===== src/rtl/ct_lsu_pfu_pkg.sv =====
// Shared types and defaults for the PFU prefetch-engine MMU request path.
package ct_lsu_pfu_pkg;

  typedef enum logic [1:0] {
    ST_IDLE = 2'd0,
    ST_REQ  = 2'd1,
    ST_KILL = 2'd2
  } pfu_mmu_st_e;

  localparam int VPN_W_DEF = 28;
  localparam int PPN_W_DEF = 28;

  // gpfb request source bits
  localparam int SRC_L1 = 0;
  localparam int SRC_L2 = 1;

endpackage


===== src/rtl/ct_lsu_pfu_rr_arb.sv =====
// N-way round-robin arbiter; the pointer moves to winner+1 whenever a grant is issued.
module ct_lsu_pfu_rr_arb #(
  parameter int N = 2
) (
  input  logic         clk,
  input  logic         rst,
  input  logic [N-1:0] i_req,
  input  logic         i_en,
  output logic [N-1:0] o_gnt
);

  localparam int PW = (N > 1) ? $clog2(N) : 1;

  logic [PW-1:0] r_ptr;
  logic [PW-1:0] w_win;
  logic          w_any;

  // Scan from the pointer upward with wrap; the first requester found wins.
  always_comb begin : p_pick
    int idx;
    idx   = 0;
    w_win = '0;
    w_any = 1'b0;
    o_gnt = '0;
    for (int o = 0; o < N; o++) begin
      idx = int'(r_ptr) + o;
      if (idx >= N) idx = idx - N;
      if (!w_any && i_req[idx]) begin
        w_any = 1'b1;
        w_win = PW'(idx);
      end
    end
    if (i_en && w_any) o_gnt[w_win] = 1'b1;
  end

  always_ff @(posedge clk) begin
    if (rst)
      r_ptr <= '0;
    else if (i_en && w_any)
      r_ptr <= (w_win == PW'(N-1)) ? '0 : w_win + 1'b1;
  end

endmodule


===== src/rtl/ct_lsu_pfu_mmu_arb.sv =====
// Arbitrates gpfb/PMB translation requests onto the single LSU va2 port and
// returns the translated PPN and attributes to the owning requester.
module ct_lsu_pfu_mmu_arb
  import ct_lsu_pfu_pkg::*;
#(
  parameter int PMB_NUM = 8,
  parameter int VPN_W   = VPN_W_DEF,
  parameter int PPN_W   = PPN_W_DEF
) (
  input  logic                     forever_cpuclk,
  input  logic                     cpurst,
  input  logic                     cp0_lsu_pfu_mmu_dis,
  input  logic                     pfu_pop_all_vld,
  input  logic                     pfu_gpfb_mmu_pe_req,
  input  logic [1:0]               pfu_gpfb_mmu_pe_req_src,
  input  logic [VPN_W-1:0]         pfu_gpfb_l1_vpn,
  input  logic [VPN_W-1:0]         pfu_gpfb_l2_vpn,
  output logic                     pfu_gpfb_mmu_pe_req_grnt,
  output logic                     pfu_mmu_pe_req_sel_l1,
  input  logic [PMB_NUM-1:0]       pfu_pmb_mmu_pe_req,
  input  logic [PMB_NUM*VPN_W-1:0] pfu_pmb_vpn,
  output logic [PMB_NUM-1:0]       pfu_pmb_mmu_pe_req_grnt,
  output logic                     lsu_mmu_va2_vld,
  output logic [VPN_W-1:0]         lsu_mmu_va2,
  input  logic                     mmu_lsu_pa2_vld,
  input  logic [PPN_W-1:0]         mmu_lsu_pa2,
  input  logic                     mmu_lsu_pa2_err,
  input  logic                     mmu_lsu_sec2,
  input  logic                     mmu_lsu_share2,
  output logic                     pfu_get_ppn_vld,
  output logic [PPN_W-1:0]         pfu_get_ppn,
  output logic                     pfu_get_ppn_err,
  output logic                     pfu_get_page_sec,
  output logic                     pfu_get_page_share,
  output logic [PMB_NUM:0]         pfu_get_src
);

  localparam int N = PMB_NUM + 1;

  pfu_mmu_st_e      r_state, w_state_nxt;
  logic [N-1:0]     w_req, w_gnt, r_owner;
  logic             w_arb_en, w_fire;
  logic [VPN_W-1:0] w_gpfb_vpn, w_gnt_vpn, r_va2;
  logic             r_get_vld, r_get_err, r_get_sec, r_get_share;
  logic [PPN_W-1:0] r_get_ppn;
  logic [N-1:0]     r_get_src;

  // A gpfb request with no pending source has nothing to translate.
  assign w_req    = {pfu_pmb_mmu_pe_req,
                     pfu_gpfb_mmu_pe_req & (|pfu_gpfb_mmu_pe_req_src)};
  assign w_arb_en = (r_state == ST_IDLE) & ~cp0_lsu_pfu_mmu_dis
                    & ~pfu_pop_all_vld & ~cpurst;

  ct_lsu_pfu_rr_arb #(.N(N)) u_rr_arb (
    .clk   (forever_cpuclk),
    .rst   (cpurst),
    .i_req (w_req),
    .i_en  (w_arb_en),
    .o_gnt (w_gnt)
  );

  assign w_gpfb_vpn = pfu_gpfb_mmu_pe_req_src[SRC_L1] ? pfu_gpfb_l1_vpn
                                                      : pfu_gpfb_l2_vpn;

  always_comb begin
    w_gnt_vpn = '0;
    if (w_gnt[0]) w_gnt_vpn = w_gnt_vpn | w_gpfb_vpn;
    for (int i = 0; i < PMB_NUM; i++)
      if (w_gnt[i+1]) w_gnt_vpn = w_gnt_vpn | pfu_pmb_vpn[i*VPN_W +: VPN_W];
  end

  assign pfu_gpfb_mmu_pe_req_grnt = w_gnt[0];
  assign pfu_mmu_pe_req_sel_l1    = w_gnt[0] & pfu_gpfb_mmu_pe_req_src[SRC_L1];
  assign pfu_pmb_mmu_pe_req_grnt  = w_gnt[N-1:1];

  assign w_fire = (r_state == ST_REQ) & mmu_lsu_pa2_vld & ~pfu_pop_all_vld;

  always_comb begin
    w_state_nxt = r_state;
    case (r_state)
      ST_IDLE: if (|w_gnt) w_state_nxt = ST_REQ;
      ST_REQ: begin
        if (mmu_lsu_pa2_vld)      w_state_nxt = ST_IDLE;
        else if (pfu_pop_all_vld) w_state_nxt = ST_KILL;
      end
      // The MMU request cannot be withdrawn; wait for and drop its response.
      ST_KILL: if (mmu_lsu_pa2_vld) w_state_nxt = ST_IDLE;
      default: w_state_nxt = ST_IDLE;
    endcase
  end

  always_ff @(posedge forever_cpuclk) begin
    if (cpurst) r_state <= ST_IDLE;
    else        r_state <= w_state_nxt;
  end

  always_ff @(posedge forever_cpuclk) begin
    if (cpurst) begin
      r_va2       <= '0;
      r_owner     <= '0;
      r_get_vld   <= 1'b0;
      r_get_ppn   <= '0;
      r_get_err   <= 1'b0;
      r_get_sec   <= 1'b0;
      r_get_share <= 1'b0;
      r_get_src   <= '0;
    end else begin
      if (|w_gnt) begin
        r_va2   <= w_gnt_vpn;
        r_owner <= w_gnt;
      end
      r_get_vld <= w_fire;
      if (w_fire) begin
        r_get_ppn   <= mmu_lsu_pa2;
        r_get_err   <= mmu_lsu_pa2_err;
        r_get_sec   <= mmu_lsu_sec2;
        r_get_share <= mmu_lsu_share2;
        r_get_src   <= r_owner;
      end
    end
  end

  assign lsu_mmu_va2_vld    = (r_state != ST_IDLE);
  assign lsu_mmu_va2        = r_va2;
  assign pfu_get_ppn_vld    = r_get_vld;
  assign pfu_get_ppn        = r_get_ppn;
  assign pfu_get_ppn_err    = r_get_err;
  assign pfu_get_page_sec   = r_get_sec;
  assign pfu_get_page_share = r_get_share;
  assign pfu_get_src        = r_get_src;

endmodule


===== config.mk =====
export PLATFORM = sky130hd
export DESIGN_NAME = ct_lsu_pfu_mmu_arb
export DESIGN_NICKNAME = d
export VERILOG_FILES = /design/src/rtl/ct_lsu_pfu_pkg.sv /design/src/rtl/ct_lsu_pfu_rr_arb.sv /design/src/rtl/ct_lsu_pfu_mmu_arb.sv
export SDC_FILE = /design/constraint.sdc
export NUM_CORES = 1
export LEC_CHECK = 0
export BUFFER_PORTS_ARGS = -buffer_cell sky130_fd_sc_hd__buf_2
export CAP_MARGIN = 20
export CORE_AREA = 2 2 156 158
export CTS_CLUSTER_SIZE = 14
export DETAILED_ROUTE_END_ITERATION = 7
export DIE_AREA = 0 0 158 160
export HOLD_SLACK_MARGIN = 0.12
export PLACE_DENSITY = 0.71
export SLEW_MARGIN = 20
export SYNTH_ARGS = -nofsm -noshare
export SYNTH_HDL_FRONTEND = slang
export SYNTH_HIERARCHICAL = 1
export SYNTH_SLANG_ARGS = --single-unit

===== constraint.sdc =====
create_clock -name forever_cpuclk -period 8.6 [get_ports forever_cpuclk]
set_input_delay 1.29 -clock forever_cpuclk [delete_from_list [all_inputs] [get_ports forever_cpuclk]]
set_output_delay 1.29 -clock forever_cpuclk [all_outputs]
set_load 0.005 [all_outputs]

* Word-level counts from Yosys, hierarchy flattened
Index checks and enable logic that the tools add are counted.
** Storage, ports and cells
- Latch bits :: 0
- ROM bits :: 0
- Output and inout bits :: 80
- Memories :: 0
- Logic and storage cells :: 168
- RAM bits :: 0
- Register bits after elaboration :: 84
** Cells by class
- Add/sub/neg operators :: 18
- Bitwise gates (word level) :: 18
- Div/mod/pow operators :: 0
- Shift operators :: 0
- Magnitude comparators :: 20
- Muxes and demuxes :: 73
- Reduce and logical (&&, ||, !) cells :: 23
- $mul :: 0
- Equal/unequal tests :: 6
** Operator list (number)
- $lt A32 B6 Y1 const B :: 9
- $mux W32 :: 9
- $mux W28 :: 10
- $ge A32 B5 Y1 const B :: 8
- $sub A32 B5 Y32 const B :: 8
- $or A28 B28 Y28 :: 8
- $mux W4 :: 10
- $bmux W1 S4 :: 9
- $mux W1 :: 28
- $add A4 B3 Y5 const B :: 4
- $add A4 B2 Y5 const B :: 2
- $logic_and A1 B1 Y1 :: 10
- $mux W9 :: 1
- $reduce_or A9 Y1 :: 1
- $logic_not A1 Y1 :: 8
- $mux W2 :: 4
- $and A1 B1 Y1 :: 7
- $pmux W2 S3 :: 1
- $add A4 B1 Y5 const B :: 1
- $add A4 B4 Y5 const B :: 1
- $lt A4 B5 Y1 const B :: 1
- $sub A4 B4 Y5 const B :: 1
- $add A4 B1 Y4 const B :: 1
- $demux W1 S4 :: 1
- 13 further kinds :: 15

* Logic depth before layout (Yosys ltp)
Gate-level depths: netlist of run 1.
- Depth in word-level cells :: 52
- Depth in mapped cells :: 30

* Cells and area by module
Netlist of run 1, hierarchy kept.
** By module, submodules not included
- ct_lsu_pfu_mmu_arb :: cells an instance 524, area an instance 4596.9 um2, seq. area each 1601.5 um2, instances 1
- ct_lsu_pfu_rr_arb :: cells an instance 586, area an instance 4174.0 um2, seq. area each 80.1 um2, instances 1

* Worst setup path before layout of run 1
No wires, ideal clock.
- Path kind :: reg2out
- From :: register u_rr_arb.r_ptr[0]
- To :: output port pfu_mmu_pe_req_sel_l1
- Slack :: 1771 ps
- Data required time :: 7310 ps
- Arrival :: 5539 ps
- Cell stages (with the launch flop) :: 28
- Path through :: dfxtp_1 -> buf_4 -> clkinv_1 -> buf_2 -> buf_1 -> ha_1 -> buf_4 -> xnor2_1 -> or3_4 -> and2_0 -> clkbuf_1 -> xnor2_1 -> a2111oi_0 -> o211a_1 -> or2_2 -> buf_2 -> or4_4 -> o21a_1 -> o21ai_1 -> o2111ai_1 -> inv_1 -> ha_1 -> inv_1 -> nor2_1 -> and2_1 -> clkbuf_1 -> clkbuf_1 -> and2_1
** Between the ends
- Longest elaborated chain between the ends :: 36
- Elaborated cells on any way between the ends :: 104
- Those cells by class :: 17 x add/sub; 11 x order compare; 57 x mux; 1 x bitwise; 18 x reduce/logical
** Ends and longest elaborated chain
- start: declaration :: RTL line ct_lsu_pfu_rr_arb.sv:14 : logic [PW-1:0] r_ptr;
- start signal: assignment :: RTL line ct_lsu_pfu_rr_arb.sv:40 : r_ptr <= (w_win == PW'(N-1)) ? '0 : w_win + 1'b1;
- branches (longest 34 deep; another with $sub A32 B5 Y32)
- $mux W9 * :: RTL line ct_lsu_pfu_rr_arb.sv:33 : if (i_en && w_any) o_gnt[w_win] = 1'b1;
- net pfu_gpfb_mmu_pe_req_grnt :: RTL line ct_lsu_pfu_mmu_arb.sv:18 : output logic pfu_gpfb_mmu_pe_req_grnt,
- $and A1 B1 Y1 * :: RTL line ct_lsu_pfu_mmu_arb.sv:73 : assign pfu_mmu_pe_req_sel_l1 = w_gnt[0] & pfu_gpfb_mmu_pe_req_src[SRC_L1];
- end: declaration :: RTL line ct_lsu_pfu_mmu_arb.sv:19 : output logic pfu_mmu_pe_req_sel_l1,
Mark *: on every way through the listed nets, which the timed path passes. The select of a mux whose other input is x is not followed.

* Final worst setup path of run 1
- From :: register u_rr_arb.r_ptr[3]
- To :: output port pfu_mmu_pe_req_sel_l1
** Between the ends
- Longest elaborated chain between the ends :: 36
- Elaborated cells on any way between the ends :: 104
- Those cells by class :: 17 x add/sub; 11 x order compare; 57 x mux; 1 x bitwise; 18 x reduce/logical
** Ends and longest elaborated chain (RTL line)
- branches (longest 34 deep; another with $sub A32 B5 Y32)
- $mux W9 * :: ct_lsu_pfu_rr_arb.sv:33
- $and A1 B1 Y1 * :: ct_lsu_pfu_mmu_arb.sv:73
Every way passes the cells marked *. The select of a mux whose other input is x is not followed.

==> results_dict.tcl, run 1 <==
set metrics [dict create \
    status "complete, no violations" \
    vias 11600 \
    synthArstFlopShare_pct 0 \
    p_per_area_mw_per_mm2 260 \
    worstRegToRegCells 22 \
    report.final.hold_viol_count 0 \
    area_growth_pct 30.4 \
    htree_levels 3 \
    setup_viol 0 \
    worst_pin_slew_ps 988 \
    grt_use_total_pct 35.9 \
    synth.cell_area_sq_mm 0.00877 \
    final_common_cell "buf_2" \
    cp_data_arrival_time_ps 6090 \
    die_h_um 160 \
    route.met2.wl_um 19800 \
    avgRoutedWirePerCell_um 26.3 \
    leakage_nw 4.87 \
    cts-root-buf "clkbuf_16" \
    setup.worst_path.class "reg2out" \
    cts_buffer_depth 2 \
    cts_resized 0 \
    core_sq_mm 0.0238 \
    grt_antenna_before_repair 22 \
    dr.pass1.iters 7 \
    r2r-start "u_rr_arb/r_ptr[3]$_SDFFE_PP0P_" \
    postCtsHoldBufs 0 \
    yosysTopAreaCellShare_pct 19.2 \
    holdPathStages 2 \
    netlist_top_cells_area "dfxtp_1 (19%), nand2_1 (6.9%), a221oi_1 (6.1%)" \
    fin_crit_sh_pct 85.8 \
    synth-seq-cells 84 \
    fp-row-count 57 \
    cpPeakStageDelay_ps 810 \
    clk_pin_slew_ps 90 \
    tns_ps 0 \
    viasPerCell 6.39 \
    place_congestion 0.985 \
    final_cell_mix "buf_2 (406), nand2_1 (161), dfxtp_1 (83), a21oi_1 (72), a221oi_1 (61)" \
    clock_skew_ps 27.2 \
    cp_max_fo 17 \
    r2r_setup_slack_ps 1670 \
    max_slew_margin_pct 34.0 \
    synth_ff_type "dfxtp_1" \
    post-route-drc-count 0 \
    antenna_left 0 \
    hold_ws_ps 453 \
    routed_wl_um 47600 \
    syn_nets 1464 \
    hold_class "reg2reg" \
    final_max_slew_viol_count 0 \
    ys_warn_count 6 \
    rsz0062_at_grt "no" \
    first_global_vias 10300 \
    final_cells 1812 \
    startpoint "u_rr_arb/r_ptr[3]$_SDFFE_PP0P_" \
    cp.required_ps 7310 \
    io_pins 407 \
    period_minus_slack_ps 7380 \
    top_layer "met5" \
    cts_made_buffers 9 \
    r2r_end "lsu_mmu_va2[11]$_SDFFE_PP0P_" \
    drive_above_1_share_pct 38.3 \
    cpMaxStageDelayCell "dfxtp_1" \
    cp_cell_sequence "ha_1 -> buf_4 -> nor3b_1 -> mux2_2 -> a21oi_2 -> mux2i_1 -> mux2i_1 -> a221oi_1 -> nand3_1 -> or3_1 -> o21a_1 -> o21ai_1 -> o2111ai_1 -> inv_1 -> ha_1 -> inv_1 -> nor2_1 -> and2_2 -> and2_1 -> buf_2" \
    grt_max_degree 60 \
    place_inst 1783 \
    grt_pass1_wl_um 67400 \
    fin_util_pct 48.0 \
    route.met3.wl_um 7190 \
    fin_nets 1824 \
    cts_tree "done" \
    grt_overflow 0 \
    synth_cells 1110 \
    avgSynthCellArea_sq_um 7.90 \
    initial_core_util_pct 36.8 \
    synth_top_cell_by_area "dfxtp_1" \
    ys_types 96 \
    hpwl_um 37700 \
    m1WireLength_um 17900 \
    power_w 0.00297 \
    holdPathEnd "pfu_get_src[1]$_SDFFE_PP0P_" \
    io_buffer_count 406 \
    die_area_sq_mm 0.0253 \
    max_freq_ghz 0.136 \
    clk_latency_ps 360 \
    setup.worst_path.end_class "primary output" \
    hold_path.startpoint "pfu_get_src[1]$_SDFFE_PP0P_" \
    drt_iter0_drc 1329 \
    cap_violations 0 \
    postCtsSetupBuffers 0 \
    cts.sinks 84 \
    synth_edf_count 0 \
    yosysSeqAreaShare_pct 19.2 \
    cp-start-kind "register" \
    die_x_um 158 \
    peakVddDrop_mv 0.135 \
]
## state kept, by name, summed over array words and instances (netlist names)
register and flops:
r_state 2, pfu_get_ppn_vld 1, u_rr_arb/r_ptr 4, pfu_get_src 9
pfu_get_ppn_err 1, pfu_get_page_share 1, pfu_get_page_sec 1, pfu_get_ppn 28
lsu_mmu_va2 28, r_owner 9
## area by class of cell
class | instances | area, sq um
timing repair buffer | 453 | 2380
clock inverter | 7 | 76.3
sequential | 84 | 1680
inverter | 21 | 78.8
clock buffer | 9 | 225
fill | 2430 | 12400
antenna | 13 | 32.5
multi-input combinational | 901 | 6560
tap | 324 | 405
## stage by stage
| stage | area, sq um | setup slack [ps] |
|---|---|---|
| finish | 11400 | 1220 |
| detailed placement | 11100 | 1800 |
| floorplan | 8770 | 1770 |
| global route | 11400 | 807 |
| global placement | 11100 | 1920 |
| CTS | 11400 | 1390 |
## critical path, delay by kind of cell, from the launching register on
kind	cells	cell delay, ps
AOI/OAI and AO/OA	5	1500
and+or+nand+nor	6	1080
adders and majority gates	2	940
DFF	1	810
buffers and inverters	4	730
muxes	3	650
## cell usage after synthesis, types with 12 or more instances
master	instances
nand2_1	161
dfxtp_1	84
a21oi_1	72
clkbuf_1	65
a221oi_1	61
a22o_1	57
nor2_1	54
a41oi_1	38
mux2_2	33
mux2i_1	31
ha_1	27
nor3_1	24
o21ai_0	24
xnor2_1	22
o41ai_1	19
buf_2	18
inv_1	16
nand2b_1	16
nand3_1	15
nor2b_1	13
o211ai_1	12
## cell families after synthesis
family / count (synthesis) / synth area share, %
compound gates: 412 / 37.6
xor+xnor: 25 / 2.58
fa+ha+maj: 27 / 3.85
buf+inv: 125 / 6.50
flops: 84 / 19.2
mux: 70 / 9.32
simple gates: 367 / 21.0
## layer usage
metal | vias up | GRT usage, %
li1 | 5071 | -
met3 | 169 | 15.8
met1 | 5379 | 44.7
met5 | - | 0
met2 | 946 | 52.7
met4 | 14 | 17.1
## power breakdown
group / switching (W) / internal (W) / total [W]
Sequential: 0.0000274 / 0.000431 / 0.000458
Combinational: 0.00129 / 0.000802 / 0.00210
Clock: 0.000208 / 0.000207 / 0.000415
Total: 0.00153 / 0.00144 / 0.00297
## how the worst max path moves through the flow
stage | to | depth (start not counted)
after global placement | pfu_mmu_pe_req_sel_l1 | 20
after floorplan | pfu_mmu_pe_req_sel_l1 | 27
after CTS | pfu_mmu_pe_req_sel_l1 | 20
after global routing | pfu_mmu_pe_req_sel_l1 | 20
final | pfu_mmu_pe_req_sel_l1 | 20
after detailed placement | pfu_mmu_pe_req_sel_l1 | 20
(Power assumes the default switching activity.)
==> run 2, diff against run 1 <==
ABC_AREA = 1   (was unset)
CORE_AREA = 2 2 158 160   (was 2 2 156 158)
DIE_AREA = 0 0 160 162   (was 0 0 158 160)
PLACE_DENSITY = 0.66   (was 0.71)
==> run 2 against run 1 <==
Setup slack better by 940 ps. Core utilization is 4.1 points lower. Largest power group unchanged. Synthesized area is 8.9% lower. First-iteration DRC count is 24% lower. Combinational power is 24% lower. Clock power is 4.8% lower. Clock-buffer cell count is 1 higher. Sequential power is 5.9% higher. Critical path depth is 8 higher. Clock skew is 21 ps lower. Critical endpoint is now lsu_mmu_va2[27]$_SDFFE_PP0P_. Final cell count is 17% higher. Via count is 8.3% lower.
==> results_dict.tcl, run 2 <==
set metrics [dict create \
    status "complete, no violations" \
    pwr-share-comb_pct 64.5 \
    first_global_vias 9847 \
    synth_ff_type "dfxtp_1" \
    avgRoutedWirePerCell_um 18.0 \
    dr.pass1.iters 5 \
    io_buffer_count 406 \
    cts-root-buf "clkbuf_16" \
    holdPathEnd "r_owner[6]$_SDFFE_PP0P_" \
    p_sw_w 0.00129 \
    cp_max_fo 36 \
    die_x_um 160 \
    synthMuxAreaShare_pct 0 \
    clk_pin_slew_ps 70 \
    synth_cells 1413 \
    place_congestion 0.976 \
    hold_path.startpoint "r_owner[6]$_SDFFE_PP0P_" \
    post-route-drc-count 0 \
    postLayoutSetupSlackWorst_ps 2160 \
    max_slew_margin_pct 29.8 \
    dpl-instance-area_sq_mm 0.0103 \
    setup.worst_path.end_class "register" \
    postCtsHoldBufs 0 \
    synthArstFlopShare_pct 0 \
    setup_viol 0 \
    setup.worst_path.class "reg2reg" \
    initial_core_util_pct 33.1 \
    cpMaxStageDelayCell "ha_1" \
    synth-seq-cells 84 \
    synth_edf_count 0 \
    core_sq_mm 0.0241 \
    cp.required_ps 8830 \
    final_max_slew_viol_count 0 \
    ys_warn_count 6 \
    netSwitchingFraction_pct 52.1 \
    routed_wl_um 38100 \
    clock_skew_ps 6.57 \
    fin_nets 2135 \
    cap_violations 0 \
    postCtsSetupBuffers 0 \
    antenna_left 0 \
    r2r_setup_slack_ps 2160 \
    worstRegToRegCells 28 \
    cts_tree "done" \
    yosysMostFrequentCell "nand2_1" \
    die_h_um 162 \
    pwr-share-clk_pct 15.9 \
    cpPeakStageDelay_ps 680 \
    cp-start-kind "register" \
    synthSimpleGateAreaFrac_pct 50.4 \
    final_common_cell "nand2_1" \
    clk_latency_ps 340 \
    grt_antenna_before_repair 15 \
    tns_ps 0 \
    grt_pass1_wl_um 56700 \
    yosysTopAreaCellShare_pct 22.6 \
    netlist_top_cells_area "nand2_1 (23%), dfxtp_1 (21%), nor2_1 (11%)" \
    final_cells 2119 \
    max_freq_ghz 0.155 \
    hpwl_um 30700 \
    cts_made_buffers 9 \
    die_area_sq_mm 0.0259 \
    intPower_w 0.00119 \
    p_per_area_mw_per_mm2 234 \
    synth_top_cell_by_area "nand2_1" \
    grt_max_degree 74 \
    fin_area_sq_mm 0.0106 \
    worst_pin_slew_ps 1050 \
    synthTopCellsByCount "nand2_1 (481), nor2_1 (227), nand3_1 (139)" \
    syn_nets 1767 \
    post-place-ws_ps 2050 \
    report.final.hold_viol_count 0 \
    peakVddDrop_mv 0.166 \
    fin_crit_sh_pct 74.9 \
    r2r-start "u_rr_arb/r_ptr[1]$_SDFFE_PP0P_" \
    holdPathStages 2 \
    synth_compound_area_share_pct 13.4 \
    drt_iter0_drc 1007 \
    cts_resized 0 \
    period_minus_slack_ps 6440 \
    hold_ws_ps 464 \
    cp_data_arrival_time_ps 6670 \
    place_inst 2094 \
    area_growth_pct 32.6 \
    synth_fa_ha_area_share_pct 4.23 \
    rsz0062_at_grt "no" \
    viasPerCell 5.01 \
    cts_buffer_depth 2 \
    io_pins 407 \
    cts.sinks 84 \
    synth_xor_area_share_pct 1.58 \
    grt_overflow 0 \
    synth_top_family_by_area "simple AND/OR/NAND/NOR gates" \
    r2r_end "lsu_mmu_va2[27]$_SDFFE_PP0P_" \
    seq_power_share_pct 19.6 \
    final_cell_mix "nand2_1 (481), buf_2 (406), nor2_1 (225), nand3_1 (139), inv_1 (102)" \
    grt_use_total_pct 28.3 \
    fp-row-count 57 \
    vias 10600 \
    leakage_nw 5.87 \
    hold_class "reg2reg" \
    drive_above_1_share_pct 28.8 \
    htree_levels 3 \
    synth.cell_area_sq_mm 0.00799 \
    avgSynthCellArea_sq_um 5.65 \
    ys_types 50 \
    yosysSeqAreaShare_pct 21.1 \
]
-- run 2: cell types whose count changed in the layout (fill, tap and decap cells not counted), sizes merged, moves of 30 or more --
cell    previous run  this run
buf              453       419
a22o              57         0
o21ai             30       113
mux2i             31         0
a41oi             38         0
mux2              33         0
nand2            161       510
a21oi             74        18
a221oi            62         0
o211ai            12        42
inv               20       114
nor2              54       231
nand3             16       150
-- run 2: stage by stage --
stage | total power [W] | utilization, %
2_1_floorplan | 0.00160 | -
3_3_place_gp | 0.00205 | 42.6
3_5_place_dp | 0.00207 | 42.6
4_1_cts | 0.00247 | 43.9
5_1_grt | 0.00270 | 43.9
6_report | 0.00248 | 43.9
-- run 2: cell families (layout without fill, tap and decap cells) --
kind of cell,Yosys count,in the layout
adder cells (fa/ha/maj),27,27
buffers and inverters,177,550
XOR/XNOR,11,11
AND/OR/NAND/NOR,933,933
other,0,9
flip-flops,84,84
AO/OA/AOI/OAI,181,181
-- run 2: worst max path at each step --
stage,from,end,slack [ps],depth (start not counted)
2_1_floorplan,pfu_gpfb_mmu_pe_req_src[0],pfu_mmu_pe_req_sel_l1,3180,24
3_3_place_gp,pfu_gpfb_mmu_pe_req_src[0],lsu_mmu_va2[23]$_SDFFE_PP0P_,2180,27
3_5_place_dp,pfu_gpfb_mmu_pe_req_src[0],lsu_mmu_va2[16]$_SDFFE_PP0P_,2050,27
4_1_cts,u_rr_arb/r_ptr[1]$_SDFFE_PP0P_,pfu_gpfb_mmu_pe_req_grnt,2270,22
5_1_grt,u_rr_arb/r_ptr[1]$_SDFFE_PP0P_,lsu_mmu_va2[23]$_SDFFE_PP0P_,1630,28
6_report,u_rr_arb/r_ptr[1]$_SDFFE_PP0P_,lsu_mmu_va2[27]$_SDFFE_PP0P_,2160,28
-- run 2: routing by layer --
metal | vias to the layer above | global-route usage, % | part of all wire, %
met5 | - | 0 | 0
met4 | 0 | 13.7 | 4.6
met3 | 93 | 4.21 | 7.0
met2 | 521 | 48.8 | 48
met1 | 4713 | 34.6 | 40
li1 | 5286 | - | -
-- run 2: cell type report --
class	count	area (sq um)
fillers	2713	13500
multi-input cells	1152	5620
repair buffers	419	2130
flip-flops and latches	84	1680
inverters	115	434
well taps	324	405
clock buffers	10	229
clock inverters	6	73.8
diodes	9	22.5
-- run 2: worst max-delay path, delay by kind of cell, from the launching register on --
kind | cells | cell delay [ps]
and+or+nand+nor | 17 | 2500
AOI/OAI and AO/OA | 2 | 260
DFF | 1 | 620
adders and majority gates | 2 | 850
buffers and inverters | 7 | 2030
-- run 2: power groups by stage --
stage / Combinational [W] / Sequential (W) / Clock, W
finish: 0.00160 / 0.000485 / 0.000395
global route: 0.00178 / 0.000491 / 0.000426
CTS: 0.00158 / 0.000484 / 0.000404
detailed placement: 0.00158 / 0.000492 / 0
global placement: 0.00156 / 0.000491 / 0
floorplan: 0.00111 / 0.000491 / 0
